===== src/rtl/tdm_pkg.sv =====
// Shared definitions for the 4-channel TDM receive path.
package tdm_pkg;

  localparam int NCH    = 4;
  localparam int SLOT_W = 2;

  typedef enum logic {
    HUNT   = 1'b0,
    LOCKED = 1'b1
  } tdm_state_t;

endpackage : tdm_pkg


===== src/rtl/tdm_shift_reg.sv =====
// Per-channel MSB-first word assembler: shifts left and takes the new bit at the LSB.
module tdm_shift_reg #(
  parameter int WIDTH = 8
) (
  input  logic             clk,
  input  logic             rst_n,
  input  logic             shift_en,
  input  logic             clear,
  input  logic             bit_in,
  output logic [WIDTH-1:0] q
);

  logic [WIDTH-1:0] q_q;
  logic [WIDTH-1:0] q_d;
  logic [WIDTH-1:0] base;

  // Clear and shift may coincide: the register restarts with bit_in as its first bit.
  always_comb begin
    base = clear ? '0 : q_q;
    q_d  = base;
    if (shift_en) q_d = {base[WIDTH-2:0], bit_in};
  end

  // NOTE: state registers use non-blocking (<=) so every flop samples pre-edge values.
  always_ff @(posedge clk or negedge rst_n) begin
    if (!rst_n) q_q <= '0;
    else        q_q <= q_d;
  end

  assign q = q_q;

endmodule : tdm_shift_reg


===== src/rtl/tdm_demux4.sv =====
// Receive side of the 4:1 TDM link: locks to frame sync, steers bits to channel
// shift registers and publishes all four words with a one-cycle valid pulse.
module tdm_demux4
  import tdm_pkg::*;
#(
  parameter int WIDTH = 8
) (
  input  logic               clk,
  input  logic               rst_n,
  input  logic               din_valid,
  input  logic               din,
  input  logic               frame_sync,
  output logic [4*WIDTH-1:0] dout,
  output logic               dout_valid,
  output logic               locked,
  output logic               sync_err
);

  localparam int CNT_W = (WIDTH > 1) ? $clog2(WIDTH) : 1;
  localparam logic [CNT_W-1:0]  LAST_BIT  = CNT_W'(WIDTH - 1);
  localparam logic [SLOT_W-1:0] LAST_SLOT = SLOT_W'(NCH - 1);

  tdm_state_t          state_q, state_d;
  logic [SLOT_W-1:0]   slot_q, slot_d;
  logic [CNT_W-1:0]    bit_cnt_q, bit_cnt_d;
  logic [4*WIDTH-1:0]  dout_q, dout_d;
  logic                dout_valid_q, dout_valid_d;
  logic                sync_err_q, sync_err_d;

  logic [NCH-1:0]      shift_en;
  logic                clear;
  logic [WIDTH-1:0]    ch_q [NCH];

  for (genvar k = 0; k < NCH; k++) begin : g_ch
    tdm_shift_reg #(.WIDTH(WIDTH)) u_sr (
      .clk      (clk),
      .rst_n    (rst_n),
      .shift_en (shift_en[k]),
      .clear    (clear),
      .bit_in   (din),
      .q        (ch_q[k])
    );
  end

  // NOTE: every always_comb output gets a default first so no latch is inferred.
  always_comb begin
    state_d      = state_q;
    slot_d       = slot_q;
    bit_cnt_d    = bit_cnt_q;
    dout_d       = dout_q;
    dout_valid_d = 1'b0;
    sync_err_d   = 1'b0;
    shift_en     = '0;
    clear        = 1'b0;

    if (din_valid) begin
      unique case (state_q)
        HUNT: begin
          if (frame_sync) begin
            clear       = 1'b1;
            shift_en[0] = 1'b1;
            slot_d      = SLOT_W'(1);
            bit_cnt_d   = '0;
            state_d     = LOCKED;
          end
        end
        LOCKED: begin
          if (frame_sync && slot_q != '0) begin
            // Early sync: drop the partial word and restart on this bit.
            sync_err_d  = 1'b1;
            clear       = 1'b1;
            shift_en[0] = 1'b1;
            slot_d      = SLOT_W'(1);
            bit_cnt_d   = '0;
          end else if (!frame_sync && slot_q == '0) begin
            sync_err_d  = 1'b1;
            clear       = 1'b1;
            slot_d      = '0;
            bit_cnt_d   = '0;
            state_d     = HUNT;
          end else begin
            shift_en[slot_q] = 1'b1;
            slot_d           = slot_q + 1'b1;
            if (slot_q == LAST_SLOT) begin
              bit_cnt_d = (bit_cnt_q == LAST_BIT) ? '0 : bit_cnt_q + 1'b1;
              if (bit_cnt_q == LAST_BIT) begin
                // Channel 3 still lacks the bit being accepted now.
                for (int k = 0; k < NCH - 1; k++) dout_d[WIDTH*k +: WIDTH] = ch_q[k];
                dout_d[WIDTH*(NCH-1) +: WIDTH] = {ch_q[NCH-1][WIDTH-2:0], din};
                dout_valid_d = 1'b1;
              end
            end
          end
        end
        default: state_d = HUNT;
      endcase
    end
  end

  always_ff @(posedge clk or negedge rst_n) begin
    if (!rst_n) begin
      state_q      <= HUNT;
      slot_q       <= '0;
      bit_cnt_q    <= '0;
      dout_q       <= '0;
      dout_valid_q <= 1'b0;
      sync_err_q   <= 1'b0;
    end else begin
      state_q      <= state_d;
      slot_q       <= slot_d;
      bit_cnt_q    <= bit_cnt_d;
      dout_q       <= dout_d;
      dout_valid_q <= dout_valid_d;
      sync_err_q   <= sync_err_d;
    end
  end

  assign dout       = dout_q;
  assign dout_valid = dout_valid_q;
  assign sync_err   = sync_err_q;
  assign locked     = (state_q == LOCKED);

endmodule : tdm_demux4


===== config.mk =====
export PLATFORM = sky130hd
export DESIGN_NAME = tdm_demux4
export DESIGN_NICKNAME = d
export VERILOG_FILES = /design/src/rtl/tdm_pkg.sv /design/src/rtl/tdm_shift_reg.sv /design/src/rtl/tdm_demux4.sv
export SDC_FILE = /design/constraint.sdc
export NUM_CORES = 1
export LEC_CHECK = 0
export ABC_AREA = 1
export CAP_MARGIN = 0
export CORE_UTILIZATION = 59
export CTS_CLUSTER_DIAMETER = 80
export CTS_CLUSTER_SIZE = 14
export DETAILED_ROUTE_END_ITERATION = 12
export PLACE_DENSITY_LB_ADDON = 0.08
export SETUP_SLACK_MARGIN = 0.05
export SLEW_MARGIN = 40
export SYNTH_ARGS = -nofsm -noshare
export SYNTH_HDL_FRONTEND = slang
export SYNTH_HIERARCHICAL = 1
export SYNTH_SLANG_ARGS = --single-unit

===== constraint.sdc =====
create_clock -name clk -period 5.2 [get_ports clk]
set_clock_uncertainty 0.15 [all_clocks]
set_input_delay 1.04 -clock clk [delete_from_list [all_inputs] [get_ports clk]]
set_output_delay 1.04 -clock clk [all_outputs]
set_load 0.02 [all_outputs]

==> results of run 1 <==
==> power by group through the flow <==
stage	registers (mW)	logic, mW	clock network [mW]
floorplan	0.630	0.263	0
global placement	0.629	0.313	0
detailed placement	0.630	0.322	0
CTS	0.621	0.324	0.460
global route	0.625	0.366	0.487
finish	0.621	0.324	0.454
==> how the worst min path moves through the flow <==
| stage | from | endpoint | slack [ps] | cells after the start |
|---|---|---|---|---|
| 4_1_cts | dout[14]$_DFFE_PN0P_ | dout[14]$_DFFE_PN0P_ | 330 | 2 |
| 3_5_place_dp | dout[12]$_DFFE_PN0P_ | dout[12]$_DFFE_PN0P_ | 310 | 2 |
| 2_1_floorplan | g_ch[0].u_sr/q[7]$_DFFE_PN0P_ | g_ch[0].u_sr/q[7]$_DFFE_PN0P_ | 290 | 2 |
| 5_1_grt | dout[13]$_DFFE_PN0P_ | dout[13]$_DFFE_PN0P_ | 340 | 2 |
| 3_3_place_gp | dout[9]$_DFFE_PN0P_ | dout[9]$_DFFE_PN0P_ | 300 | 2 |
| 6_report | dout[14]$_DFFE_PN0P_ | dout[14]$_DFFE_PN0P_ | 320 | 2 |
==> area by class of cell <==
cell class | instances | area [um2]
Inverter | 19 | 81.3
Multi-Input combinational cell | 249 | 1190
Sequential cell | 71 | 1780
Fill cell | 392 | 1420
Tap cell | 70 | 87.6
Clock inverter | 3 | 40.0
Clock buffer | 13 | 169
Timing Repair Buffer | 42 | 408
==> metal layers <==
layer / vias up / routed length, um / track usage, %
met3: 7 / 245 / 5.69
met5: - / 0 / 0
met1: 1166 / 2760 / 31.6
met2: 63 / 2930 / 38.8
li1: 1224 / - / -
met4: 0 / 68 / 8.44
==> flip-flops by register name (all words and copies together), names as in the netlist <==
| name | flops |
|---|---|
| locked | 1 |
| g_ch.u_sr/q | 31 |
| bit_cnt_q | 3 |
| dout | 32 |
| dout_valid | 1 |
| slot_q | 2 |
| sync_err | 1 |
==> through the flow <==
stage	instance area (um2)	utilization, %	instances
2_1_floorplan	3200	-	357
3_3_place_gp	3530	68.3	451
3_5_place_dp	3540	68.4	451
4_1_cts	3750	72.4	467
5_1_grt	3750	72.5	467
6_report	3750	72.5	467
==> worst max-delay path, stage by stage <==
cell             delay, ps
clkdlybuf4s50_1        560
nand2_2                150
nor2_4                 640
nand2_4                390
nand2_1                170
nand2_1                 70
==> cells in the final DEF (no fill, tap or decap), drive strengths merged <==
master         instances
buf                    4
bufinv                 1
clkbuf                13
clkdlybuf4s50         38
clkinv                 2
dfrtp                 71
ha                     9
inv                   19
nand2                132
nand3                 84
nand4                  1
nor2                  16
nor3                   2
nor4                   1
o21ai                  4
==> metrics.md, run 1 <==
| Metric | Value |
|---|---|
| CP endpoint kind | `flip-flop` |
| Synth Instances | `around 360` |
| Max Buffers Root-to-Sink | `2` |
| Syn Std Cell Area | `3200 um2` |
| Via density | `around 5.3` |
| Final critical-path share of the clock period | `a little under three fifths` |
| Drt pass-1 iters | `4` |
| Die Span Y | `around 76 um` |
| Total power | `approximately 1.4 mW` |
| Setup TNS | `0 ps` |
| Initial antenna violation count | `0` |
| Row count | `26` |
| Outcome | `finished clean` |
| CP max FO | `33` |
| Worst endpoint required time | `5270 ps` |
| Synth warn | `6` |
| Sequential share of power | `44.4%` |
| Hold buffers post-CTS | `0` |
| LEAKAGE | `2.01 nW` |
| Post-route DRC | `0` |
| Tmin final | `slightly below 3000 ps` |
| Transition time of the tightest slew-check pin | `between 700 and 800 ps` |
| Count of final hold-check violations | `0` |
| Post-DP HPWL | `about 3800 um` |
| Max-cap violation count | `0` |
| Post-CTS sizing | `0` |
| Share of cells above drive strength 1 | `about a tenth` |
| Setup-failing EPs final | `0` |
| Vias in the first global route | `2171` |
| CTS HTree Levels | `3` |
| Total number of vias | `between 2k and 2.5k` |
| Crit. Startpoint | `din_valid` |
| Die area | `~5700 um2` |
| RSZ-0062 raised after global routing | `no` |
| Int Power | `between 0.9 and 1 mW` |
| Worst Hold Class | `reg -> reg` |
| Die X | `between 70 and 80 um` |
| Largest net degree at the start of global routing | `between 40 and 50` |
| R2R depth | `7` |
| Root Driver | `clkbuf_8` |
| Clock Power Share | `between 30% and 40%` |
| Net Sw Frac | `33.1%` |
| TritonCTS buffer count | `9` |
| Routed Antenna Nets | `0` |
| Critical path endpoint | `dout[15]$_DFFE_PN0P_` |
| Core ar. | `between 5000 and 6000 um2` |
| GRT overflow | `0` |
| WS Path Type | `in -> reg` |
| Mean Syn Cell Area | `around 9 um2` |
| Post-place setup slack | `between 1500 and 2000 ps` |
| R2R Setup Slk | `between 2000 and 3000 ps` |
| N_diodes | `0` |
| Final wirelength | `6000 um` |
| Gr usage total | `23.9%` |
| Worst VDD drop | `approximately 0.38 mV` |
| Gate power share | `~23%` |
| Final worst setup slack | `between 2000 and 2500 ps` |
| Final hold slack | `321 ps` |
| Clock slew at reported path FFs | `70 ps` |
| # IOs | `40` |
| Relative slew margins | `48.5%` |
| Iter 0 DRT Violations | `around 160` |
| Area growth from synthesis to layout | `17.2%` |
| Clock tree from TritonCTS | `built` |
| Port buffer count | `39` |
| Worst reg2reg path startpoint | `bit_cnt_q[0]$_DFFE_PN0P_` |
| Post-CTS Setup Inserts | `0` |
| Final Slew Violations | `0` |
| WP data arrival | `3030 ps` |
| Capturing point of the worst reg2reg path | `dout[15]$_DFFE_PN0P_` |
| GPL Wtd Cong | `0.836` |
| NetSw | `between 0.4 and 0.5 mW` |
| First-pass GRT wire length | `about 10000 um` |
| Power Dens Cells | `373 nW/um2` |
| FMAX | `337 MHz` |
| Initial Util | `61.9%` |
| Clk_lat worst skew | `about 330 ps` |
| Drt wl/cell | `12.9 um` |
| Post-Syn Nets | `between 300 and 400` |
| CTS Sinks | `between 70 and 80` |
| Layout Nets | `about 400` |
| Crit start category | `input port` |
No activity file was read; power rests on OpenSTA's default activity.
==> inputs of run 2 (changes only) <==
- CORE_UTILIZATION: 59 -> 55
- clock period: 5.2 -> 3.1 ns (I/O delays scaled with it)
==> metrics.md, run 2 (synthesis results as in run 1) <==
| Metric | Value |
|---|---|
| Outcome | `finished clean` |
| GRT overflow | `0 (unchanged)` |
| LEAKAGE | `2.03 nW (+1.2%)` |
| Largest net degree at the start of global routing | `72 (+47%)` |
| CP max FO | `6 (-82%)` |
| Tmin final | `about 2200 ps` |
| RSZ-0062 raised after global routing | `no` |
| Most common cell after layout, fill and taps aside | `nand2_1` |
| Via density | `5.20 (-1.3%)` |
| Worst reg2reg path startpoint | `slot_q[0]$_DFFE_PN0P_` |
| CP endpoint kind | `primary output` |
| R2R depth | `11 (+4)` |
| Post-route DRC | `0 (unchanged)` |
| Count of final hold-check violations | `0 (unchanged)` |
| Post-CTS sizing | `0 (unchanged)` |
| Transition time of the tightest slew-check pin | `375 ps (-394 ps)` |
| Post-CTS Setup Inserts | `0 (unchanged)` |
| Root Driver | `clkbuf_8` |
| Crit path cell chain | `clkdlybuf4s50_1` |
| Area of the multi-input gates | `1180 um2 (-0.63%)` |
| Port buffer count | `39 (unchanged)` |
| Post-DP HPWL | `4000 um (+4.1%)` |
| Capturing point of the worst reg2reg path | `g_ch[1].u_sr/q[2]$_DFF_PN0_` |
| Fill count | `452 (+15%)` |
| Core ar. | `5540 um2 (+7.1%)` |
| Setup-failing EPs final | `0 (unchanged)` |
| Die area | `6130 um2 (+7.1%)` |
| Worst Hold Class | `in -> async` |
| GPL Wtd Cong | `0.830 (-0.71%)` |
| Max Buffers Root-to-Sink | `2 (unchanged)` |
| Layout Nets | `412 (+1.5%)` |
| TritonCTS buffer count | `9 (unchanged)` |
| Drt wl/cell | `12.6 um (-1.8%)` |
| # IOs | `40 (unchanged)` |
| CTS HTree Levels | `3 (unchanged)` |
| First-pass GRT wire length | `10600 um (+6.0%)` |
| Area growth from synthesis to layout | `18.4%` |
| Crit start category | `flip-flop` |
| Total number of vias | `2470 (+0.41%)` |
| Max reg flops | `32 (unchanged)` |
| Final critical-path share of the clock period | `71.5%` |
| Power Dens Cells | `611 nW/um2 (+64%)` |
| N_diodes | `0 (unchanged)` |
| Setup TNS | `0 ps (unchanged)` |
| Worst endpoint required time | `2330 ps (-2940 ps)` |
| Clock slew at reported path FFs | `70 ps (about the same)` |
| Clock tree from TritonCTS | `built` |
| WS Path Type | `reg -> out` |
| Routed Antenna Nets | `0 (unchanged)` |
| Final core utilization | `68.4% (-4.1 points)` |
| Die Span Y | `78.3 um (+3.5%)` |
| Final worst setup slack | `885 ps (-1350 ps)` |
| Vias in the first global route | `2334 (+7.5%)` |
| Hold buffers post-CTS | `0 (unchanged)` |
| FMAX | `between 400 and 500 MHz` |
| Register area | `1780 um2 (unchanged)` |
| Worst VDD drop | `0.459 mV (+21%)` |
| Crit. Startpoint | `locked$_DFFE_PN0P_` |
| Gr usage total | `22.4% (-1.5 points)` |
| Relative slew margins | `75.0% (+26 points)` |
| Drt pass-1 iters | `4 (unchanged)` |
| Iter 0 DRT Violations | `202 (+28%)` |
| Leading cell types in the layout, fill and taps excluded | `nand2_1, nand3_1, dfrtp_1` |
| Share of cells above drive strength 1 | `10.9% (+0.84 points)` |
| Initial Util | `57.7% (-4.1 points)` |
| CTS Sinks | `71 (unchanged)` |
| Final Slew Violations | `0 (unchanged)` |
| Post-place setup slack | `631 ps (-1290 ps)` |
| Slowest-stage cell, CP | `clkdlybuf4s50_1` |
| WP data arrival | `1450 ps (-1580 ps)` |
| Clk_lat worst skew | `340 ps (about the same)` |
| CP top delay family | `buffers and inverters` |
| Die X | `78.3 um (+3.5%)` |
| Final wirelength | `6000 um (-0.13%)` |
| Max-cap violation count | `0 (unchanged)` |
| Highest cell delay on the worst timing path | `650 ps (about the same)` |
| Worst path bufs/invs | `1 (unchanged)` |
| Row count | `27 (+3.8%)` |
| R2R Setup Slk | `1060 ps (-1760 ps)` |
| Initial antenna violation count | `0 (unchanged)` |
==> run 2: where the power goes <==
| group | leakage (nW) | switching, mW | total, mW | internal [mW] |
|---|---|---|---|---|
| registers | 0.982 | 0.0551 | 1.04 | 0.985 |
| clock network | 0.0987 | 0.325 | 0.702 | 0.377 |
| logic | 0.953 | 0.399 | 0.571 | 0.171 |
==> run 2: stage by stage <==
step           cell area, um2  cells  power (mW)  hold WS [ps]
3_3_place_gp             3590    459        1.61           303
3_5_place_dp             3590    459        1.63           308
5_1_grt                  3790    475        2.44           184
4_1_cts                  3790    475        2.33           163
6_report                 3790    475        2.31           143
2_1_floorplan            3200    357        1.50           174
==> run 2: per-layer routing <==
metal	up-vias	global-route usage, %	wire length (um)
met3	14	3.49	203
met5	-	0	0
met4	0	13.5	182
met1	1174	30.2	2770
met2	50	34.4	2840
li1	1232	-	-
==> run 2: final cells by class <==
cell class	instances	share of cell area (%)
Multi-Input combinational cell	249	31.1
Sequential cell	71	46.9
Inverter	19	2.15
Tap cell	72	2.38
Clock buffer	14	4.82
Clock inverter	2	0.330
Timing Repair Buffer	48	12.3
==> run 2: worst max path at each step <==
stage,cells after the start,endpoint
CTS,1,locked
global placement,7,dout[23]$_DFFE_PN0P_
detailed placement,7,dout[8]$_DFFE_PN0P_
global route,10,g_ch[2].u_sr/q[6]$_DFF_PN0_
finish,1,locked
floorplan,8,g_ch[0].u_sr/q[5]$_DFF_PN0_
==> inputs of run 3 (changes only) <==
- clock period: 3.1 -> 2.07 ns (I/O delays scaled with it)
==> metrics.md, run 3 (synthesis results as in run 1) <==
| Metric | Value |
|---|---|
| Outcome | `finished clean` |
| Setup-failing EPs final | `0 (unchanged)` |
| Max layer used | `met4` |
| Vias in the first global route | `2366 (+1.4%)` |
| Largest net degree at the start of global routing | `72 (unchanged)` |
| R2R Setup Slk | `150 ps (-910 ps)` |
| Final critical-path share of the clock period | `just over 90%` |
| Die X | `78.3 um (unchanged)` |
| Crit path cell chain | `inv_2, ha_2, ha_1, buf_8, nand2_4, buf_12, nand2_1, nand2_1` |
| Initial Util | `57.7% (unchanged)` |
| Hold Crit Start | `dout[15]$_DFFE_PN0P_` |
| Max reg flops | `32 (unchanged)` |
| Root Driver | `clkbuf_8` |
| Total number of vias | `2496 (+1.1%)` |
| Layout Nets | `423 (+2.7%)` |
| Worst path bufs/invs | `3 (+2)` |
| Clock tree from TritonCTS | `built` |
| Clk_lat worst skew | `340 ps (about the same)` |
| Port buffer count | `39 (unchanged)` |
| LEAKAGE | `2.13 nW (+4.8%)` |
| Worst reg2reg path startpoint | `slot_q[0]$_DFFE_PN0P_` |
| Die Span Y | `78.3 um (unchanged)` |
| Final Slew Violations | `0 (unchanged)` |
| N_diodes | `0 (unchanged)` |
| Area after DPL | `3710 um2 (+3.2%)` |
| FMAX | `around 520 MHz` |
| First-pass GRT wire length | `11000 um (+3.7%)` |
| Wl on met1 | `2950 um (+6.3%)` |
| CP max FO | `21 (+15)` |
| Worst path most repeated cell | `nand2_1` |
| WS Path Type | `reg -> reg` |
| Most common cell after layout, fill and taps aside | `nand2_1` |
| Post-route DRC | `0 (unchanged)` |
| Count of final hold-check violations | `0 (unchanged)` |
| CP endpoint kind | `flip-flop` |
| Via density | `5.15 (-1.0%)` |
| Cell area after layout | `4000 um2 (+5.6%)` |
| WP data arrival | `2000 ps (+550 ps)` |
| Metal2 WL | `3120 um (+10%)` |
| Register area | `1780 um2 (unchanged)` |
| WHS Path Cells | `2` |
| Relative slew margins | `75.0% (about the same)` |
| Routed met3 length | `191 um (-5.9%)` |
| GRT overflow | `0 (unchanged)` |
| Worst endpoint required time | `2150 ps (-180 ps)` |
| Routed Antenna Nets | `0 (unchanged)` |
| Highest cell delay on the worst timing path | `410 ps (-240 ps)` |
| Final wirelength | `6330 um (+5.5%)` |
| # IOs | `40 (unchanged)` |
| Power Dens Cells | `974 nW/um2 (+60%)` |
| CTS Sinks | `71 (unchanged)` |
| Area of the multi-input gates | `1200 um2 (+2.2%)` |
| Drt wl/cell | `13.0 um (+3.4%)` |
| Area growth from synthesis to layout | `25.0%` |
| RSZ-0062 raised after global routing | `no` |
| CTS HTree Levels | `3 (unchanged)` |
| Max Buffers Root-to-Sink | `2 (unchanged)` |
| Fill count | `444 (-1.8%)` |
| Initial antenna violation count | `0 (unchanged)` |
| Share of cells above drive strength 1 | `14.3% (+3.4 points)` |
| Worst Hold Class | `reg -> reg` |
| Max-cap violation count | `0 (unchanged)` |
| Leading cell types in the layout, fill and taps excluded | `nand2_1, nand3_1, dfrtp_1` |
| Drt pass-1 iters | `4 (unchanged)` |
| Post-DP HPWL | `4200 um (+5.1%)` |
| Crit start category | `flip-flop` |
| Gr usage total | `23.3% (+0.93 points)` |
| Post-CTS Setup Inserts | `0 (unchanged)` |
| TritonCTS buffer count | `9 (unchanged)` |
| Worst VDD drop | `0.583 mV (+27%)` |
| Capturing point of the worst reg2reg path | `dout[20]$_DFFE_PN0P_` |
| Core ar. | `5540 um2 (unchanged)` |
| Slowest-stage cell, CP | `dfrtp_1` |
| Die area | `6130 um2 (unchanged)` |
| CP top delay family | `adder cells` |
| Clock slew at reported path FFs | `70 ps (about the same)` |
| Hold path endpoint | `dout[15]$_DFFE_PN0P_` |
| Setup TNS | `0 ps (unchanged)` |
| Tmin final | `approximately 1900 ps` |
| R2R depth | `8 (-3)` |
| Transition time of the tightest slew-check pin | `375 ps (+0.257 ps)` |
| GPL Wtd Cong | `0.824 (-0.73%)` |
| Iter 0 DRT Violations | `120 (-41%)` |
| Row count | `27 (unchanged)` |
run 3: cell types whose count changed in the layout (fill, tap and decap cells not counted), sizes merged:
cell,delta
bufinv,+3
dlygate4sd2,+1
dlygate4sd3,+1
buf,+10
clkdlybuf4s50,-1
clkinvlp,-1
clkbuf,-2
clkinv,-1
run 3: through the flow:
step | setup WS [ps] | power [mW] | hold slack (ps) | std cells | utilization [%]
after global placement | -118 | 2.49 | 305 | 468 | 66.9
after floorplan | 84.5 | 2.26 | -31.6 | 357 | -
after detailed placement | -185 | 2.51 | 308 | 468 | 66.9
after CTS | 48.4 | 3.88 | 326 | 484 | 71.6
after global routing | 43.4 | 4.12 | 347 | 485 | 72.2
final | 153 | 3.89 | 320 | 485 | 72.2
run 3: timing repair:
item | in CTS | in global routing
hold buffers | 1 | 0
gates resized for setup | 2 | 9
endpoints found under the setup margin | 13 | 62
pin swaps | 0 | 1
cloned | 0 | 1
hold endpoints to repair | 71 | 0
run 3: area by class of cell:
cell class,count,share of cell area (%)
Multi-Input combinational cell,249,30.1
Tap cell,72,2.25
Inverter,19,2.03
Sequential cell,71,44.4
Clock inverter,3,2.25
Timing Repair Buffer,59,15.0
Clock buffer,12,3.88
run 3: worst max-delay path by stage:
stage                     slack [ps]                  start                     endpoint  cells after the start
after floorplan                   80  slot_q[0]$_DFFE_PN0P_  g_ch[0].u_sr/q[5]$_DFF_PN0_                      9
after global placement          -120             frame_sync          dout[4]$_DFFE_PN0P_                      8
after detailed placement        -180             frame_sync         dout[20]$_DFFE_PN0P_                      8
after CTS                         50  slot_q[0]$_DFFE_PN0P_         dout[20]$_DFFE_PN0P_                      8
after global routing              40  slot_q[1]$_DFFE_PN0P_  g_ch[2].u_sr/q[3]$_DFF_PN0_                     11
final                            150  slot_q[0]$_DFFE_PN0P_         dout[20]$_DFFE_PN0P_                      8
run 3: metal layers:
| metal | global-route usage [%] | vias up |
|---|---|---|
| met5 | 0 | - |
| met4 | 8.89 | 0 |
| met3 | 6.28 | 6 |
| met2 | 37.2 | 39 |
| met1 | 30.5 | 1201 |
| li1 | - | 1250 |
run 3: worst register-to-register path: stages, from the launching register on:
cell	delay, ps
dfrtp_1	410
inv_2	70
ha_2	200
ha_1	370
buf_8	210
nand2_4	90
buf_12	160
nand2_1	70
nand2_1	70
run 3: where the power goes:
part           total [mW]  internal [mW]  switching, mW  leakage [nW]
Clock                1.36          0.861          0.502         0.123
Sequential           1.56           1.47         0.0866         0.982
Combinational       0.971          0.340          0.631          1.03
==> variant (config.mk and constraints of run 3) <==
`WIDTH` is set to 8 in 2 places; all go to 16.
--- a/src/rtl/tdm_shift_reg.sv
+++ b/src/rtl/tdm_shift_reg.sv
@@ -2,3 +2,3 @@
 module tdm_shift_reg #(
-  parameter int WIDTH = 8
+  parameter int WIDTH = 16
 ) (
--- a/src/rtl/tdm_demux4.sv
+++ b/src/rtl/tdm_demux4.sv
@@ -5,3 +5,3 @@
 #(
-  parameter int WIDTH = 8
+  parameter int WIDTH = 16
 ) (
Interface: changed (resized dout); port bits go from 40 to 72. No check against the original RTL was run, so the function may have changed too.
==> variant against run 3 <==
- sequential share of layout area decreased by 0.051 points
- critical path type unchanged
- first-iteration DRC count up 140%
- wire length increased by 100%
- area after synthesis up 93%
- power rose by 94%
- synthesized cell count up 81%
- final area up 92%
- largest cell class unchanged
- core utilization shrank 1.7 points
- worst setup slack lost 0.0096 ns
- worst hold slack got worse by 0.089 ns
- sequential cell count rose by 65
==> variant: results (changes against run 3) <==
Run status
  • Outcome: finished clean

Place
  • DP HPWL: 8128 um (+93%)
  • Worst Setup Slack post-DPL: -0.2582 ns (-0.07333 ns)
  • GP Congestion: 0.8324 (+0.98%)
  • Placed insts: 847 (+81%)
  • IO buf count: 71 (+82%)
  • Cell Area, Placed: 7057 um2 (+90%)

STA
  • Worst Tran Pin Value: 0.3889 ns (+0.01347 ns)
  • Min Hold Slack: 0.2312 ns (-0.08901 ns)

Setup path
  • Critical path arrival: 2.18 ns (+0.18 ns)
  • R2R setup slack: 0.14 ns
  • FF-to-FF End: g_ch[1].u_sr/q[12]$_DFF_PN0_
  • Reg2reg start: slot_q[1]$_DFFE_PN0P_
  • Crit-path max cell delay: 0.38 ns (-0.03 ns)
  • R2r worst-path depth: 9 (+1)
  • CP max FO: 29 (+38%)

Global routing
  • Largest net degree at the start of global routing: 43 (-40%)
  • GRT Total Usage: 24.55% (+1.2 points)
  • Vias in the first global route: 4479 (+89%)

Routing
  • DRT Pass-1 Iters: 7 (+3)
  • DRT iter0 DRCs: 289 (+140%)
  • Routed WL: 12840 um (+100%)
  • Vias per cell: 5.299 (+3.0%)

Final layout
  • Share of cells above drive strength 1: 17.74% (+3.5 points)
  • Nets: 745 (+76%)
  • # fillers: 836 (+88%)
  • Post-Layout Cell Count: 884 (+82%)

Power
  • Leakage power: 0.004326 uW (+100%)
  • Peak VDD IR: 0.5310 mV (-8.8%)

Yosys
  • Syn Area/Cell: 9.567 um2 (+6.8%)
  • Synth Net Count: 658 (+77%)
  • Synthesized cell area: 6171 um2 (+93%)

Clock tree
  • Worst skew pair latency: 0.51 ns (+0.17 ns)
  • H-Tree Level Count: 4 (+1)
  • CTS buffer count: 17 (+8)

Min path
  • Hold/Removal Path Class: in -> async
==> variant: where the power goes <==
group	leakage, uW	switching, uW	total (uW)	internal (uW)
logic	0.00213	968	1540	574
clock network	0.000304	1110	3170	2070
registers	0.00189	96.3	2850	2760
==> variant: worst reg2reg max path, stage by stage (launching register included) <==
cell	delay (ns)
dfrtp_1	0.38
inv_2	0.07
ha_4	0.17
ha_1	0.32
o21ai_2	0.19
buf_12	0.15
inv_2	0.05
buf_12	0.16
nand3_1	0.11
nand2_1	0.07
==> variant: layer usage <==
metal	track usage (%)	vias to the layer above	share of wire (%)
met5	0	-	0
met4	7.926	0	1.2
li1	-	2285	-
met3	5.327	14	4.4
met2	38.32	128	48
met1	34.35	2257	46
==> variant: through the flow <==
| stage | setup TNS (ns) | power, uW |
|---|---|---|
| after global placement | -21.64 | 4315 |
| after CTS | 0 | 7580 |
| after detailed placement | -25.51 | 4359 |
| final | 0 | 7567 |
| after global routing | 0 | 7914 |
| after floorplan | 0 | 3972 |
==> variant: cell type report <==
cell class	count	area (um2)	share of cell area [%]
clock inverters	13	203.9	2.660
flip-flops and latches	136	3403	44.39
well taps	140	175.2	2.285
inverters	21	98.84	1.289
multi-input cells	444	2237	29.18
clock buffers	18	417.9	5.451
repair buffers	112	1130	14.74
==> variant: how the worst max path moves through the flow <==
stage	startpoint	end	slack, ns	cells after the start
final	slot_q[1]$_DFFE_PN0P_	g_ch[1].u_sr/q[12]$_DFF_PN0_	0.14	9
after global routing	slot_q[1]$_DFFE_PN0P_	g_ch[2].u_sr/q[6]$_DFF_PN0_	0.08	11
after CTS	slot_q[1]$_DFFE_PN0P_	g_ch[2].u_sr/q[6]$_DFF_PN0_	0.06	11
after detailed placement	frame_sync	dout[10]$_DFFE_PN0P_	-0.26	9
after global placement	frame_sync	dout[5]$_DFFE_PN0P_	-0.20	9
after floorplan	slot_q[0]$_DFFE_PN0P_	g_ch[0].u_sr/q[13]$_DFF_PN0_	0.08	9
==> variant: what timing repair did <==
action                                  in CTS  in global routing
hold buffers                                 1                  0
hold endpoints to repair                    51                  0
pin swaps                                    2                  1
gates resized for setup                     69                  6
endpoints found under the setup margin     128                 76
setup buffers                                3                  2
